==> config.mk <==
export PLATFORM = sky130hd
export DESIGN_NAME = s2_maxpool
export DESIGN_NICKNAME = d
export VERILOG_FILES = /design/src/rtl/lenet_pkg.sv /design/src/rtl/s2_row_buffer.sv /design/src/rtl/s2_maxpool.sv
export SDC_FILE = /design/constraint.sdc
export NUM_CORES = 1
export LEC_CHECK = 0
export CORE_MARGIN = 5
export CORE_UTILIZATION = 50
export CTS_BUF_LIST = sky130_fd_sc_hd__clkbuf_8
export CTS_CLUSTER_DIAMETER = 40
export CTS_CLUSTER_SIZE = 28
export DETAILED_ROUTE_END_ITERATION = 16
export PLACE_DENSITY = 0.64
export SLEW_MARGIN = 20
export SYNTH_ARGS = -nofsm -noshare
export SYNTH_HDL_FRONTEND = slang
export SYNTH_HIERARCHICAL = 1
export SYNTH_SLANG_ARGS = --single-unit
==> constraint.sdc <==
create_clock -name clk -period 11.6 [get_ports clk]
set_clock_uncertainty 0.2 [all_clocks]
set_input_delay 2.32 -clock clk [delete_from_list [all_inputs] [get_ports clk]]
set_output_delay 2.32 -clock clk [all_outputs]
set_load 0.1 [all_outputs]
==> src/rtl/lenet_pkg.sv <==
// Shared constants and types for the LeNet pipeline stages.
//   C1_OUT_W/H : C1 convolution output map size (S2 input)
//   S2_OUT_W/H : S2 pooled output map size
//   NCH        : feature-map channel count
//   DATA_W     : per-channel sample width (unsigned)
//   state_e    : frame-level control state shared by the streaming stages
package lenet_pkg;

  localparam int C1_OUT_W = 28;
  localparam int C1_OUT_H = 28;
  localparam int S2_OUT_W = C1_OUT_W / 2;
  localparam int S2_OUT_H = C1_OUT_H / 2;
  localparam int NCH      = 6;
  localparam int DATA_W   = 8;

  typedef enum logic [1:0] {
    IDLE = 2'd0,
    RUN  = 2'd1,
    DONE = 2'd2
  } state_e;

endpackage

==> src/rtl/s2_row_buffer.sv <==
// Half-row buffer for the S2 max-pool stage. Holds one horizontal pair
// maximum per pooled column, all channels packed into one word.
//   clk     : rising-edge clock
//   wr_en   : write strobe, wr_data stored at wr_idx on the clock edge
//   wr_idx  : write entry index
//   wr_data : packed NCH x DATA_W word
//   rd_idx  : read entry index
//   rd_data : combinational read of entry rd_idx
module s2_row_buffer #(
  parameter int DEPTH = lenet_pkg::S2_OUT_W,
  parameter int WIDTH = lenet_pkg::NCH * lenet_pkg::DATA_W,
  localparam int AW   = $clog2(DEPTH)
) (
  input  logic             clk,
  input  logic             wr_en,
  input  logic [AW-1:0]    wr_idx,
  input  logic [WIDTH-1:0] wr_data,
  input  logic [AW-1:0]    rd_idx,
  output logic [WIDTH-1:0] rd_data
);

  logic [WIDTH-1:0] mem_q [DEPTH];

  // NOTE: storage arrays get no reset; every entry is written on an even
  // row before it is read on the following odd row, so old contents never
  // reach the output and a reset would only cost flops with reset pins.
  always_ff @(posedge clk) begin
    if (wr_en) mem_q[wr_idx] <= wr_data;
  end

  assign rd_data = mem_q[rd_idx];

endmodule

==> src/rtl/s2_maxpool.sv <==
// S2 subsampling stage: 2x2 stride-2 max pooling of the C1 raster stream.
//   clk, reset_n           : clock, asynchronous active-low reset
//   i_start                : pulse in IDLE arms a new frame
//   o_done                 : one-cycle pulse after the last pooled handshake
//   in_valid/in_ready      : upstream handshake (in_ready drives C1 i_conv_ready)
//   in_ch0..in_ch5         : one pixel position, all channels in parallel
//   out_valid/out_ready    : downstream handshake
//   out_ch0..out_ch5       : pooled samples
//   o_pool_row/o_pool_col  : pooled coordinates of the current output beat
module s2_maxpool #(
  parameter int IN_W   = lenet_pkg::C1_OUT_W,
  parameter int IN_H   = lenet_pkg::C1_OUT_H,
  parameter int DATA_W = lenet_pkg::DATA_W,
  parameter int NCH    = lenet_pkg::NCH
) (
  input  logic              clk,
  input  logic              reset_n,
  input  logic              i_start,
  output logic              o_done,
  input  logic              in_valid,
  input  logic [DATA_W-1:0] in_ch0,
  input  logic [DATA_W-1:0] in_ch1,
  input  logic [DATA_W-1:0] in_ch2,
  input  logic [DATA_W-1:0] in_ch3,
  input  logic [DATA_W-1:0] in_ch4,
  input  logic [DATA_W-1:0] in_ch5,
  output logic              in_ready,
  output logic              out_valid,
  input  logic              out_ready,
  output logic [DATA_W-1:0] out_ch0,
  output logic [DATA_W-1:0] out_ch1,
  output logic [DATA_W-1:0] out_ch2,
  output logic [DATA_W-1:0] out_ch3,
  output logic [DATA_W-1:0] out_ch4,
  output logic [DATA_W-1:0] out_ch5,
  output logic [3:0]        o_pool_row,
  output logic [3:0]        o_pool_col
);

  import lenet_pkg::*;

  localparam int CW = $clog2(IN_W);
  localparam int RW = $clog2(IN_H);
  localparam int AW = $clog2(IN_W / 2);

  function automatic logic [DATA_W-1:0] umax(input logic [DATA_W-1:0] a,
                                             input logic [DATA_W-1:0] b);
    return (a > b) ? a : b;
  endfunction

  state_e            state_q, state_d;
  logic [CW-1:0]     col_q, col_d;
  logic [RW-1:0]     row_q, row_d;
  logic [DATA_W-1:0] pr_q [NCH];
  logic [DATA_W-1:0] pr_d [NCH];
  logic [DATA_W-1:0] out_q [NCH];
  logic [DATA_W-1:0] out_d [NCH];
  logic              out_valid_q, out_valid_d;
  logic [3:0]        pool_row_q, pool_row_d;
  logic [3:0]        pool_col_q, pool_col_d;

  logic [DATA_W-1:0]     in_data [NCH];
  logic [DATA_W-1:0]     buf_rd_ch [NCH];
  logic [NCH*DATA_W-1:0] buf_wr_data, buf_rd_data;
  logic                  accept, out_hs, last_hs, win_done, buf_wr_en;
  logic [AW-1:0]         buf_idx;

  assign in_data[0] = in_ch0;
  assign in_data[1] = in_ch1;
  assign in_data[2] = in_ch2;
  assign in_data[3] = in_ch3;
  assign in_data[4] = in_ch4;
  assign in_data[5] = in_ch5;

  assign in_ready  = (state_q == RUN) && (!out_valid_q || out_ready);
  assign accept    = in_valid && in_ready;
  assign out_hs    = out_valid_q && out_ready;
  assign last_hs   = out_hs && (pool_row_q == 4'(IN_H / 2 - 1))
                            && (pool_col_q == 4'(IN_W / 2 - 1));
  // Odd column completes a horizontal pair; odd row completes the window.
  assign win_done  = accept && col_q[0] && row_q[0];
  assign buf_wr_en = accept && col_q[0] && !row_q[0];
  assign buf_idx   = AW'(col_q >> 1);

  always_comb begin
    buf_wr_data = '0;
    for (int ch = 0; ch < NCH; ch++) begin
      buf_wr_data[ch*DATA_W +: DATA_W] = umax(pr_q[ch], in_data[ch]);
      buf_rd_ch[ch] = buf_rd_data[ch*DATA_W +: DATA_W];
    end
  end

  s2_row_buffer #(
    .DEPTH (IN_W / 2),
    .WIDTH (NCH * DATA_W)
  ) u_row_buffer (
    .clk     (clk),
    .wr_en   (buf_wr_en),
    .wr_idx  (buf_idx),
    .wr_data (buf_wr_data),
    .rd_idx  (buf_idx),
    .rd_data (buf_rd_data)
  );

  always_comb begin
    // NOTE: every signal driven here gets a default first so no path leaves
    // it unassigned; a missing default would infer a latch.
    state_d     = state_q;
    row_d       = row_q;
    col_d       = col_q;
    pr_d        = pr_q;
    out_d       = out_q;
    out_valid_d = out_valid_q;
    pool_row_d  = pool_row_q;
    pool_col_d  = pool_col_q;

    unique case (state_q)
      IDLE: if (i_start) begin
        state_d = RUN;
        row_d   = '0;
        col_d   = '0;
      end
      RUN:     if (last_hs) state_d = DONE;
      DONE:    state_d = IDLE;
      default: state_d = IDLE;
    endcase

    // accept implies RUN, so this never collides with the IDLE clear.
    if (accept) begin
      if (col_q == CW'(IN_W - 1)) begin
        col_d = '0;
        row_d = (row_q == RW'(IN_H - 1)) ? '0 : row_q + 1'b1;
      end else begin
        col_d = col_q + 1'b1;
      end
    end

    if (accept && !col_q[0]) pr_d = in_data;

    // A window completing on the handshake edge replaces the old beat.
    if (out_hs) out_valid_d = 1'b0;
    if (win_done) begin
      out_valid_d = 1'b1;
      pool_row_d  = 4'(row_q >> 1);
      pool_col_d  = 4'(col_q >> 1);
      for (int ch = 0; ch < NCH; ch++) begin
        out_d[ch] = umax(buf_rd_ch[ch], umax(pr_q[ch], in_data[ch]));
      end
    end
  end

  // NOTE: state elements use non-blocking assignments so every flop samples
  // the pre-edge values regardless of statement order.
  always_ff @(posedge clk or negedge reset_n) begin
    if (!reset_n) begin
      state_q     <= IDLE;
      row_q       <= '0;
      col_q       <= '0;
      pr_q        <= '{default: '0};
      out_q       <= '{default: '0};
      out_valid_q <= 1'b0;
      pool_row_q  <= '0;
      pool_col_q  <= '0;
    end else begin
      state_q     <= state_d;
      row_q       <= row_d;
      col_q       <= col_d;
      pr_q        <= pr_d;
      out_q       <= out_d;
      out_valid_q <= out_valid_d;
      pool_row_q  <= pool_row_d;
      pool_col_q  <= pool_col_d;
    end
  end

  assign o_done     = (state_q == DONE);
  assign out_valid  = out_valid_q;
  assign o_pool_row = pool_row_q;
  assign o_pool_col = pool_col_q;
  assign out_ch0    = out_q[0];
  assign out_ch1    = out_q[1];
  assign out_ch2    = out_q[2];
  assign out_ch3    = out_q[3];
  assign out_ch4    = out_q[4];
  assign out_ch5    = out_q[5];

endmodule

; Word-level counts from Yosys, hierarchy flattened
; Memories as Yosys holds them, arrays and structs flattened.
; Index checks and enable logic that the tools add are counted.
; W data, S select, Z words.
[totals]
reg_bits = 117
memories = 1
output_inout_bits = 59
in_bits = 53
mem_bits_rw = 672
[op_classes]
add_sub_neg = 2
n_mux = 28
n_eq_ne = 8
order_cmp = 12
reduce_logical = 19
[memory_table]
columns = memory, words, width, rd, rd_ports_with_merged_regs, write_ports, line
row1 = u_row_buffer.mem_q, 14, 48, 1, 0, 1, s2_row_buffer.sv:22  ; logic [WIDTH-1:0] mem_q [DEPTH];
[ops]
columns = op, count
row1 = $gt A8 B8 Y1, 12
row2 = $mux W8, 12
row3 = $mux W5, 9
row4 = $add A5 B1 Y5 const B, 2
row5 = $eq A5 B5 Y1 const B, 2
row6 = $logic_and A1 B1 Y1, 9
row7 = $eq A4 B4 Y1 const B, 2
row8 = $reduce_bool A2 Y1, 3
row9 = $mux W1, 4
row10 = $mux W2, 2
row11 = $ne A2 B2 Y1 const B, 2
row12 = $pmux W2 S2, 1
row13 = $reduce_and A2 Y1, 2
row14 = $logic_not A1 Y1, 3
row15 = $eq A2 B1 Y1 const B, 1
row16 = $eq A2 B2 Y1 const B, 1
row17 = $logic_not A2 Y1, 1
row18 = $logic_or A1 B1 Y1, 1

; Longest topological paths before layout
; Gate-level depths: netlist of the first run.
[logic_depth]
depth_word = 8
ltp_mapped = 16
ltp_nobuf = 14

; Hierarchy
; The synthesis of the first run kept the hierarchy.
[by_module_without_submodules]
columns = mod, instances, seq_area_each_um2, area_each_um2, cells_each
row1 = s2_row_buffer, 1, 20179.4, 25441.9, 1090
row2 = s2_maxpool, 1, 2927.8, 7731.2, 866

; Least setup slack after synthesis of the first run
; Ideal clock, no wire load.
[synth_path]
path_kind = input -> register
startpoint = input port out_ready
endpoint = memory u_row_buffer/mem_q[0][0] (netlist bit) (enable)
stages = 8
required_time_ns = 10.887
n_path_buf = 1
t_arrival_ns = 7.595
setup_slack_ns = 3.292
setup_time_ns = 0.513
cell_sequence = nor2b_2 -> nor2_2 -> and2_4 -> buf_6 -> nand2_1 -> nor2_1 -> or3b_2 -> nor3_1
[synth_between]
elab_chain_len = 7
[synth_rtl]
columns = element, line
row1 = "start, declared", s2_maxpool.sv:29  ; input logic out_ready,
row2 = $logic_or A1 B1 Y1, s2_maxpool.sv:75  ; assign in_ready = (state_q == RUN) && (!out_valid_q || out_ready);
row3 = $logic_and A1 B1 Y1, s2_maxpool.sv:75
row4 = via in_ready, s2_maxpool.sv:27  ; output logic in_ready,
row5 = $logic_and A1 B1 Y1, s2_maxpool.sv:76  ; assign accept = in_valid && in_ready;
row6 = $logic_and A1 B1 Y1 (2 in a row), s2_maxpool.sv:82  ; assign buf_wr_en = accept && col_q[0] && !row_q[0];
row7 = via buf_wr_en, s2_maxpool.sv:65  ; logic accept, out_hs, last_hs, win_done, buf_wr_en;
row8 = $mux W1, s2_row_buffer.sv:28  ; if (wr_en) mem_q[wr_idx] <= wr_data;
row9 = $mux W1 (implied by the code), s2_row_buffer.sv:28
row10 = "end, declared", s2_row_buffer.sv:22
; The timed path passes the listed nets, and every way through them passes these cells.

; Final worst setup path of the first run
[layout_path]
startpoint = input port out_ready
endpoint = output port in_ready
[layout_between]
elab_chain_len = 2
[layout_rtl]
columns = element, line
row1 = $logic_or A1 B1 Y1, s2_maxpool.sv:75
row2 = $logic_and A1 B1 Y1, s2_maxpool.sv:75
row3 = "end, declared", s2_maxpool.sv:27
; Every way passes these cells.

==> impl_metrics.yaml, run 1 <==
timing:
  slew_headroom_pct: 23.85
  min_period_ns: 6.731
  setup_viol: 0
  fin_ws_ns: 4.869
  hold_viol_final: 0
  period_share_pct: 58.03
  drv_slew: 0
  timing.fmax_mhz: 148.6
  whs_ns: 0.3050
  tightest_slew_ns: 1.140
  rsz0062_at_grt: "no"
  tns_ns: 0
synthesis:
  ys_types: 45
  syn-num-nets: 2107
  syn_inst: 1956
  yosysTopAreaCell: "edfxtp_1"
  async_flop_share_pct: 14.83
  netlist_top_cells_area: "edfxtp_1, mux4_2, dfrtp_1, ha_1, mux2i_1"
  yosysWarnings: 6
  synth_ff_type: "edfxtp_1"
  avgSynthCellArea_um2: 16.96
  synth_edf_count: 672
  ys_seq_area_share_pct: 69.66
  netlist.area_leader.share_pct: 60.83
  synth-seq-cells: 789
  syn-cell-area_mm2: 0.03317
cts:
  clock_latency_ns: 0.72
  clk_pin_slew_worst_paths_ns: 0.07
  ctsRootBufferMaster: "clkbuf_8"
  cts_tree: "done"
  post_cts_buffers: 0
  cts.repair.resized: 0
  clock_path_buffers: 3
  cts_made_buffers: 107
  holdBufCountCts: 0
  tritoncts_num_sinks: 789
  ctsHtreeMaxLevel: 3
pwr:
  pwr-share-comb_pct: 35.7
  leakage_nw: 13.18
  p_int_mw: 5.823
  p_seq_share_pct: 40.1
  p_sw_mw: 3.599
  swShare_pct: 38.19
  power_density_mw_per_mm2: 250.5
  peakVddDrop_v: 0.0001884
  clock_power_share_pct: 24.2
global_route:
  first_global_vias: 18912
  antenna_found_initial: 3
  grt_usage_pct: 21.44
  grt_pass1_wl_um: 115800
  grt_max_degree: 106
  grt.overflow.total: 0
worst_setup_path:
  cp-end-kind: "output pin"
  crit_required_ns: 9.08
  cp_max_fo: 3
  critPathKind: "in -> out"
  critPathLaunchType: "primary input"
  crit_start: "out_ready"
  r2r_start: "col_q[2]"
  cp_data_arrival_time_ns: 4.21
place:
  numPortBuffers: 111
  post-dp-hpwl_um: 42800
  pre_cts_slack_ns: 4.867
  gp_congestion: 0.8110
final_layout:
  drive_gt1_share_pct: 20.53
  final_common_cell: "edfxtp_1"
  final_cell_mix: "edfxtp_1, mux4_2, nand2_1"
  nets: 2264
  nFillCells: 4936
  area_growth_pct: 13.37
floorplan:
  initial_utilization_pct: 50.46
  fp.dieH_um: 267.6
  dieArea_mm2: 0.07160
  boundaryPins: 112
  std_cell_rows: 94
  fp.dieW_um: 267.6
  core_area_mm2: 0.06575
routing:
  wl_um: 76310
  antenna_left: 0
  dr.pass1.iters: 5
  via_per_inst: 5.929
  drt_iter0_drc: 1259
  drc: 0
  dr_total_vias: 18215
  drt-wirelength-per-cell_um: 24.84
min_path:
  hp-start: "o_pool_col[3]"
  hold_class: "reg -> reg"
run:
  drv_cap: 0
outcome:
  status: "complete, no violations"
flip-flops by register name, summed over array words and instances, names as in the netlist:
register,count
u_row_buffer/mem_q,672
pr_q,48
out_ch0,8
out_ch1,8
out_ch2,8
out_ch3,8
out_ch4,8
out_ch5,8
col_q,5
row_q,5
o_pool_col,4
o_pool_row,4
state_q,2
out_valid,1
logic make-up after synthesis:
logic type,Yosys count,synth area share [%]
simple gates,284,4.036
mux,299,14.69
fa+ha+maj,98,3.696
buf+inv,195,2.701
compound gates,290,5.190
xor+xnor,1,0.02641
flops,789,69.66
path summary, 6_finish.rpt:
path                       cells after the start  slack, ns             to
setup / recovery                               4       4.87       in_ready
hold / removal                                 2       0.31  o_pool_col[3]
setup reg to reg                              12       6.30     out_ch1[3]
hold reg to reg                                2       0.31  o_pool_col[3]
max in group asynchronous                      2       8.44       pr_q[29]
min in group asynchronous                      1       1.41       col_q[3]
per-stage QoR:
step / area (µm²) / power [mW] / util, % / instances
2_1_floorplan: 33170 / 6.350 / - / 1956
3_3_place_gp: 35220 / 7.135 / 53.57 / 2868
3_5_place_dp: 35220 / 7.229 / 53.57 / 2868
4_1_cts: 37600 / 9.519 / 57.20 / 3070
5_1_grt: 37610 / 9.941 / 57.20 / 3072
6_report: 37610 / 9.422 / 57.20 / 3072
Yosys cell counts (2+ instances only):
| cell type | instances |
|---|---|
| buf_2 | 23 |
| a21oi_1 | 98 |
| nand3_1 | 51 |
| o21ai_0 | 70 |
| o22a_1 | 6 |
| edfxtp_1 | 672 |
| nor3_1 | 5 |
| buf_1 | 12 |
| o31ai_1 | 4 |
| and2_1 | 6 |
| and3_1 | 6 |
| nor2b_1 | 8 |
| dfrtp_1 | 117 |
| inv_1 | 104 |
| buf_6 | 13 |
| nor2_1 | 19 |
| o211ai_1 | 49 |
| a211o_1 | 5 |
| mux2_2 | 64 |
| ha_1 | 98 |
| nand4_1 | 24 |
| buf_4 | 10 |
| o21ai_2 | 5 |
| nand4b_1 | 4 |
| nand2b_1 | 12 |
| nand3b_1 | 2 |
| o22ai_1 | 48 |
| nand2_1 | 139 |
| clkbuf_1 | 33 |
| mux2i_1 | 91 |
| mux4_2 | 144 |
critical path, cell delays in order:
cell and delay (ns):
clkdlybuf4s50_1 0.52, nor2b_2 0.06, nor2_2 0.15, clkdlybuf4s50_1 1.16
per-layer routing:
metal | wire (µm) | up-vias | global-route usage (%) | part of all wire, %
met2 | 38270 | 498 | 36.38 | 50
met3 | 4195 | 113 | 3.739 | 5.5
met1 | 32470 | 9551 | 29.56 | 43
li1 | - | 8053 | - | -
met5 | 0 | - | 0 | 0
met4 | 1376 | 0 | 4.820 | 1.8
area by class of cell:
type / count / area (µm²) / share of cell area [%]
Sequential cell: 789 / 23120 / 61.47
Multi-Input combinational cell: 972 / 9291 / 24.71
Clock buffer: 107 / 1473 / 3.916
Timing Repair Buffer: 139 / 1335 / 3.550
Tap cell: 864 / 1081 / 2.874
Clock inverter: 95 / 913.4 / 2.429
Inverter: 104 / 390.4 / 1.038
Antenna cell: 2 / 5.005 / 0.01331
power by group through the flow:
stage / sequential, mW / combinational, mW / clock, mW
6_report: 3.78 / 3.36 / 2.28
5_1_grt: 3.82 / 3.66 / 2.46
4_1_cts: 3.79 / 3.39 / 2.34
3_5_place_dp: 3.85 / 3.38 / 0
3_3_place_gp: 3.84 / 3.29 / 0
2_1_floorplan: 4.32 / 2.03 / 0
No activity file was read; power rests on OpenSTA's default activity.
==> run 2: changes to the inputs <==
PLACE_DENSITY = 0.67   (was 0.64)
clock period = 5.6 ns   (was 11.6 ns; I/O delays follow)
==> impl_metrics.yaml, run 2 (synthesis gave the netlist of run 1 again) <==
outcome:
  status: "complete, no violations"
pwr:
  p_sw_mw: 7.441
  p_seq_share_pct: 39.4
  leakage_nw: 13.32
  swShare_pct: 37.48
  p_int_mw: 12.41
  power_density_mw_per_mm2: 522.0
  report.power.total_mw: 19.85
  clock_power_share_pct: 24.8
  peakVddDrop_v: 0.0004409
  pwr-share-comb_pct: 35.8
final_layout:
  nFillCells: 4880
  drive_gt1_share_pct: 21.45
  final_cell_mix: "edfxtp_1, mux4_2, nand2_1"
  ff_latch_area_mm2: 0.02312
  multiInputGateArea_mm2: 0.009309
  largest_reg_flops: 672
  reg.largest.list: "u_row_buffer/mem_q (672), pr_q (48)"
  final_common_cell: "edfxtp_1"
  nets: 2283
  largest_register: "u_row_buffer/mem_q"
  area_growth_pct: 14.65
  postLayoutCellArea_mm2: 0.03803
worst_setup_path:
  crit_start: "in_ch3[5]"
  cp-end-kind: "register"
  critPathLaunchType: "primary input"
  reg2reg_depth: 10
  cp_data_arrival_time_ns: 4.81
  critPathKind: "in -> reg"
  r2r_start: "col_q[1]"
  crit_chain: "clkdlybuf4s50_1 -> inv_1 -> ha_1 -> a21oi_1 -> o21ai_0 -> mux2_2 -> o21ai_2 -> mux2_2 -> ha_1 -> nor2b_1 -> o211ai_1 -> a21oi_1 -> o22a_1 -> nand2b_1 -> o211ai_1"
  crit_required_ns: 5.99
  critPathMaxStageDelay_ns: 0.53
  cp_max_fo: 16
  slowest_stage: "mux2_2"
floorplan:
  core_area_mm2: 0.06575
  fp.dieW_um: 267.6
  dieArea_mm2: 0.07160
  fp.dieH_um: 267.6
  initial_utilization_pct: 50.46
  boundaryPins: 112
  std_cell_rows: 94
place:
  post-dp-hpwl_um: 44150
  place_area_mm2: 0.03560
  numPortBuffers: 111
  gp_congestion: 0.8545
cts:
  clock_latency_ns: 0.72
  clock_path_buffers: 3
  ctsHtreeMaxLevel: 3
  cts_tree: "done"
  cts.repair.resized: 0
  post_cts_buffers: 0
  ctsRootBufferMaster: "clkbuf_8"
  holdBufCountCts: 0
  clk_pin_slew_worst_paths_ns: 0.08
  tritoncts_num_sinks: 789
  cts_made_buffers: 102
global_route:
  antenna_found_initial: 3
  grt.overflow.total: 0
  grt_usage_pct: 21.25
  grt_pass1_wl_um: 115400
  first_global_vias: 19073
  grt_max_degree: 91
timing:
  period_share_pct: 79.03
  setup_viol: 0
  slew_headroom_pct: 22.13
  tightest_slew_ns: 1.164
  min_period_ns: 4.425
  drv_slew: 0
  rsz0062_at_grt: "no"
  timing.fmax_mhz: 226.0
  hold_viol_final: 0
routing:
  wl_um: 75500
  dr.pass1.iters: 5
  antenna_left: 0
  dr_total_vias: 18416
  drt_iter0_drc: 1476
  drt-wirelength-per-cell_um: 24.47
  via_per_inst: 5.970
  drc: 0
run:
  drv_cap: 0
min_path:
  hold_class: "in -> async"
==> run 2: cell count changes in the layout (fill, tap and decap cells not counted), moves of 3 or more <==
cell and delta:
clkinv_8 -8, nor3_2 -4, buf_4 +10, clkinv_4 -3
clkinv_1 -5, inv_1 -4, inv_6 +8, buf_12 +15
nor3_4 +4, clkinvlp_4 +4, clkinv_2 -6, inv_8 -3
bufinv_16 +7
==> run 2: layout make-up <==
cell class	count	share of cell area [%]
flip-flops and latches	789	60.79
multi-input cells	972	24.48
repair buffers	163	4.471
clock buffers	107	3.872
well taps	864	2.842
clock inverters	84	2.507
inverters	104	1.026
diodes	2	0.01316
==> run 2: metrics by stage <==
stage | TNS, ns | cells | worst slack [ns] | util (%) | hold slack, ns
after detailed placement | 0 | 2892 | 0.4880 | 54.15 | 0.3008
after global routing | 0 | 3084 | 1.023 | 57.84 | 0.2304
after floorplan | -32.36 | 1956 | -0.2247 | - | 0.2746
after CTS | 0 | 3083 | 1.297 | 57.84 | 0.1934
final | 0 | 3085 | 1.175 | 57.85 | 0.2193
after global placement | 0 | 2892 | 0.5810 | 54.15 | 0.2911
==> run 2: final timing paths <==
kind	to	slack [ns]
hold / removal	row_q[4]	0.22
setup / recovery	out_ch3[5]	1.17
min in group clk	pr_q[36]	0.31
setup reg to reg	out_ch2[1]	1.40
hold reg to reg	pr_q[36]	0.31
max in group asynchronous	col_q[3]	3.69
==> run 2: power groups by stage <==
| stage | clock network, mW | logic, mW | registers [mW] |
|---|---|---|---|
| 6_report | 4.92 | 7.11 | 7.82 |
| 2_1_floorplan | 0 | 4.22 | 8.94 |
| 4_1_cts | 5.02 | 7.17 | 7.83 |
| 3_5_place_dp | 0 | 7.15 | 7.95 |
| 5_1_grt | 5.27 | 7.74 | 7.88 |
| 3_3_place_gp | 0 | 6.94 | 7.94 |
==> run 2: critical path: cells and delay by family <==
family / cells / cell delay, ns
muxes: 2 / 0.86
buffers and inverters: 2 / 0.57
adders and majority gates: 2 / 0.54
and+or+nand+nor: 2 / 0.43
AOI/OAI and AO/OA: 7 / 1.28
==> run 2: metal layers <==
| layer | wire length, µm | vias up | track usage [%] |
|---|---|---|---|
| met5 | 13 | - | 0 |
| met2 | 37080 | 610 | 35.06 |
| met1 | 32100 | 9599 | 29.91 |
| met4 | 1654 | 2 | 5.440 |
| li1 | - | 8066 | - |
| met3 | 4655 | 139 | 3.721 |
==> run 3: changes to the inputs <==
PLACE_DENSITY = 0.64   (was 0.67)
clock period = 4.2 ns   (was 5.6 ns; I/O delays follow)
==> impl_metrics.yaml, run 3 (synthesis gave the netlist of run 1 again) <==
routing:
  drt-wirelength-per-cell_um: 23.83
  antenna_left: 0
  drt_iter0_drc: 1438
  wl_um: 77340
  drc: 0
  via_per_inst: 5.763
  dr.pass1.iters: 5
  dr_total_vias: 18700
cts:
  cts.repair.resized: 0
  post_cts_buffers: 0
  ctsHtreeMaxLevel: 3
  clock_path_buffers: 3
  clock_latency_ns: 0.73
  cts_tree: "done"
  cts_made_buffers: 111
  holdBufCountCts: 0
  clk_pin_slew_worst_paths_ns: 0.09
  ctsRootBufferMaster: "clkbuf_8"
  tritoncts_num_sinks: 789
worst_setup_path:
  crit_required_ns: 4.64
  critPathLaunchType: "primary input"
  r2r-end: "out_ch4[6]"
  critPathMaxStageDelay_ns: 0.54
  slowest_stage: "clkdlybuf4s50_1"
  cp_max_fo: 7
  crit_chain: "clkdlybuf4s50_1 -> inv_1 -> ha_1 -> a21oi_1 -> o21ai_0 -> mux2_2 -> o21ai_2 -> buf_4 -> buf_12 -> mux2i_1 -> ha_1 -> o211ai_1 -> a21oi_1 -> o22a_1 -> nand2b_1 -> o211ai_1"
  crit_path_end: "out_ch1[7]"
  cp-end-kind: "register"
  r2r_start: "col_q[1]"
  reg2reg_depth: 12
  critPathKind: "in -> reg"
  cp_data_arrival_time_ns: 4.28
  crit_start: "in_ch1[5]"
  setup.reg_to_reg.worst_slack_ns: 0.46
place:
  place_area_mm2: 0.03682
  dp_cells: 3032
  pre_cts_slack_ns: -0.3998
  gp_congestion: 0.8356
  numPortBuffers: 111
  post-dp-hpwl_um: 46940
floorplan:
  fp.dieH_um: 267.6
  fp.dieW_um: 267.6
  initial_utilization_pct: 50.46
  core_area_mm2: 0.06575
  boundaryPins: 112
  dieArea_mm2: 0.07160
  std_cell_rows: 94
min_path:
  hold_class: "in -> async"
final_layout:
  postLayoutCellArea_mm2: 0.03954
  fin_util_pct: 60.15
  drive_gt1_share_pct: 26.90
  final_cell_mix: "edfxtp_1, buf_4, mux4_2"
  instances_no_fill: 3245
  largest_reg_flops: 672
  final_common_cell: "edfxtp_1"
  nets: 2432
  largest_register: "u_row_buffer/mem_q"
  area_growth_pct: 19.20
  reg.largest.list: "u_row_buffer/mem_q (672), pr_q (48)"
timing:
  hold_viol_final: 0
  drv_slew: 0
  fin_ws_ns: 0.3653
  slew_headroom_pct: 30.17
  min_period_ns: 3.835
  rsz0062_at_grt: "no"
  timing.fmax_mhz: 260.8
  period_share_pct: 91.30
  tightest_slew_ns: 1.044
  setup_viol: 0
run:
  drv_cap: 0
outcome:
  status: "complete, no violations"
global_route:
  grt.overflow.total: 0
  grt_max_degree: 83
  grt_usage_pct: 21.90
  grt_pass1_wl_um: 119100
  antenna_found_initial: 2
  first_global_vias: 19546
pwr:
  leakage_nw: 14.22
  peakVddDrop_v: 0.0005818
  power_density_mw_per_mm2: 702.6
[run 3: cell types whose count changed in the layout (fill, tap and decap cells not counted), moves of 4 or more]
cell,before,now
buf_12,16,27
clkbuf_8,107,121
clkinv_2,6,13
inv_8,7,11
inv_6,23,17
buf_4,37,166
[run 3: area by class of cell]
| class | instances | area (µm²) |
|---|---|---|
| repair buffers | 303 | 2889 |
| clock buffers | 121 | 1665 |
| clock inverters | 90 | 1055 |
| flip-flops and latches | 789 | 23120 |
| diodes | 2 | 5.005 |
| fillers | 4856 | 26200 |
| well taps | 864 | 1081 |
| multi-input cells | 972 | 9336 |
| inverters | 104 | 390.4 |
[run 3: worst min path at each step]
| stage | depth (start not counted) | from | endpoint | slack, ns |
|---|---|---|---|---|
| after floorplan | 2 | pr_q[10] | pr_q[10] | 0.27 |
| after global placement | 2 | o_pool_col[0] | o_pool_col[0] | 0.29 |
| after detailed placement | 2 | out_ch3[4] | out_ch3[4] | 0.30 |
| after CTS | 1 | reset_n | out_ch5[0] | 0.006 |
| after global routing | 1 | reset_n | out_ch1[3] | 0.07 |
| final | 1 | reset_n | pr_q[5] | 0.04 |
[run 3: critical path: cells and delay by family]
family	cells	cell delay, ns
and+or+nand+nor	1	0.27
AOI/OAI and AO/OA	7	1.02
muxes	2	0.60
adders and majority gates	2	0.61
buffers and inverters	4	0.92
[run 3: report_power, final]
group / internal, mW / switching [mW] / total (mW)
combinational: 4.08 / 6.38 / 10.5
sequential: 9.75 / 0.477 / 10.2
clock: 3.79 / 3.31 / 7.10
[run 3: per-layer routing]
layer  up-vias  wire length (µm)  track usage, %
li1       8380                 -               -
met4         0              1342           5.426
met2       617             37420           35.84
met3        94              4996           3.638
met1      9609             33580           31.31
met5         -                 0               0
[run 3: per-stage QoR]
step | total power [mW] | TNS, ns | hold WS [ns]
floorplan | 17.57 | -0.3690 | 0.2746
global placement | 20.68 | -8.369 | 0.2911
detailed placement | 20.93 | -12.63 | 0.2960
CTS | 28.04 | 0 | 0.005930
global route | 29.29 | 0 | 0.07276
finish | 27.78 | 0 | 0.04231
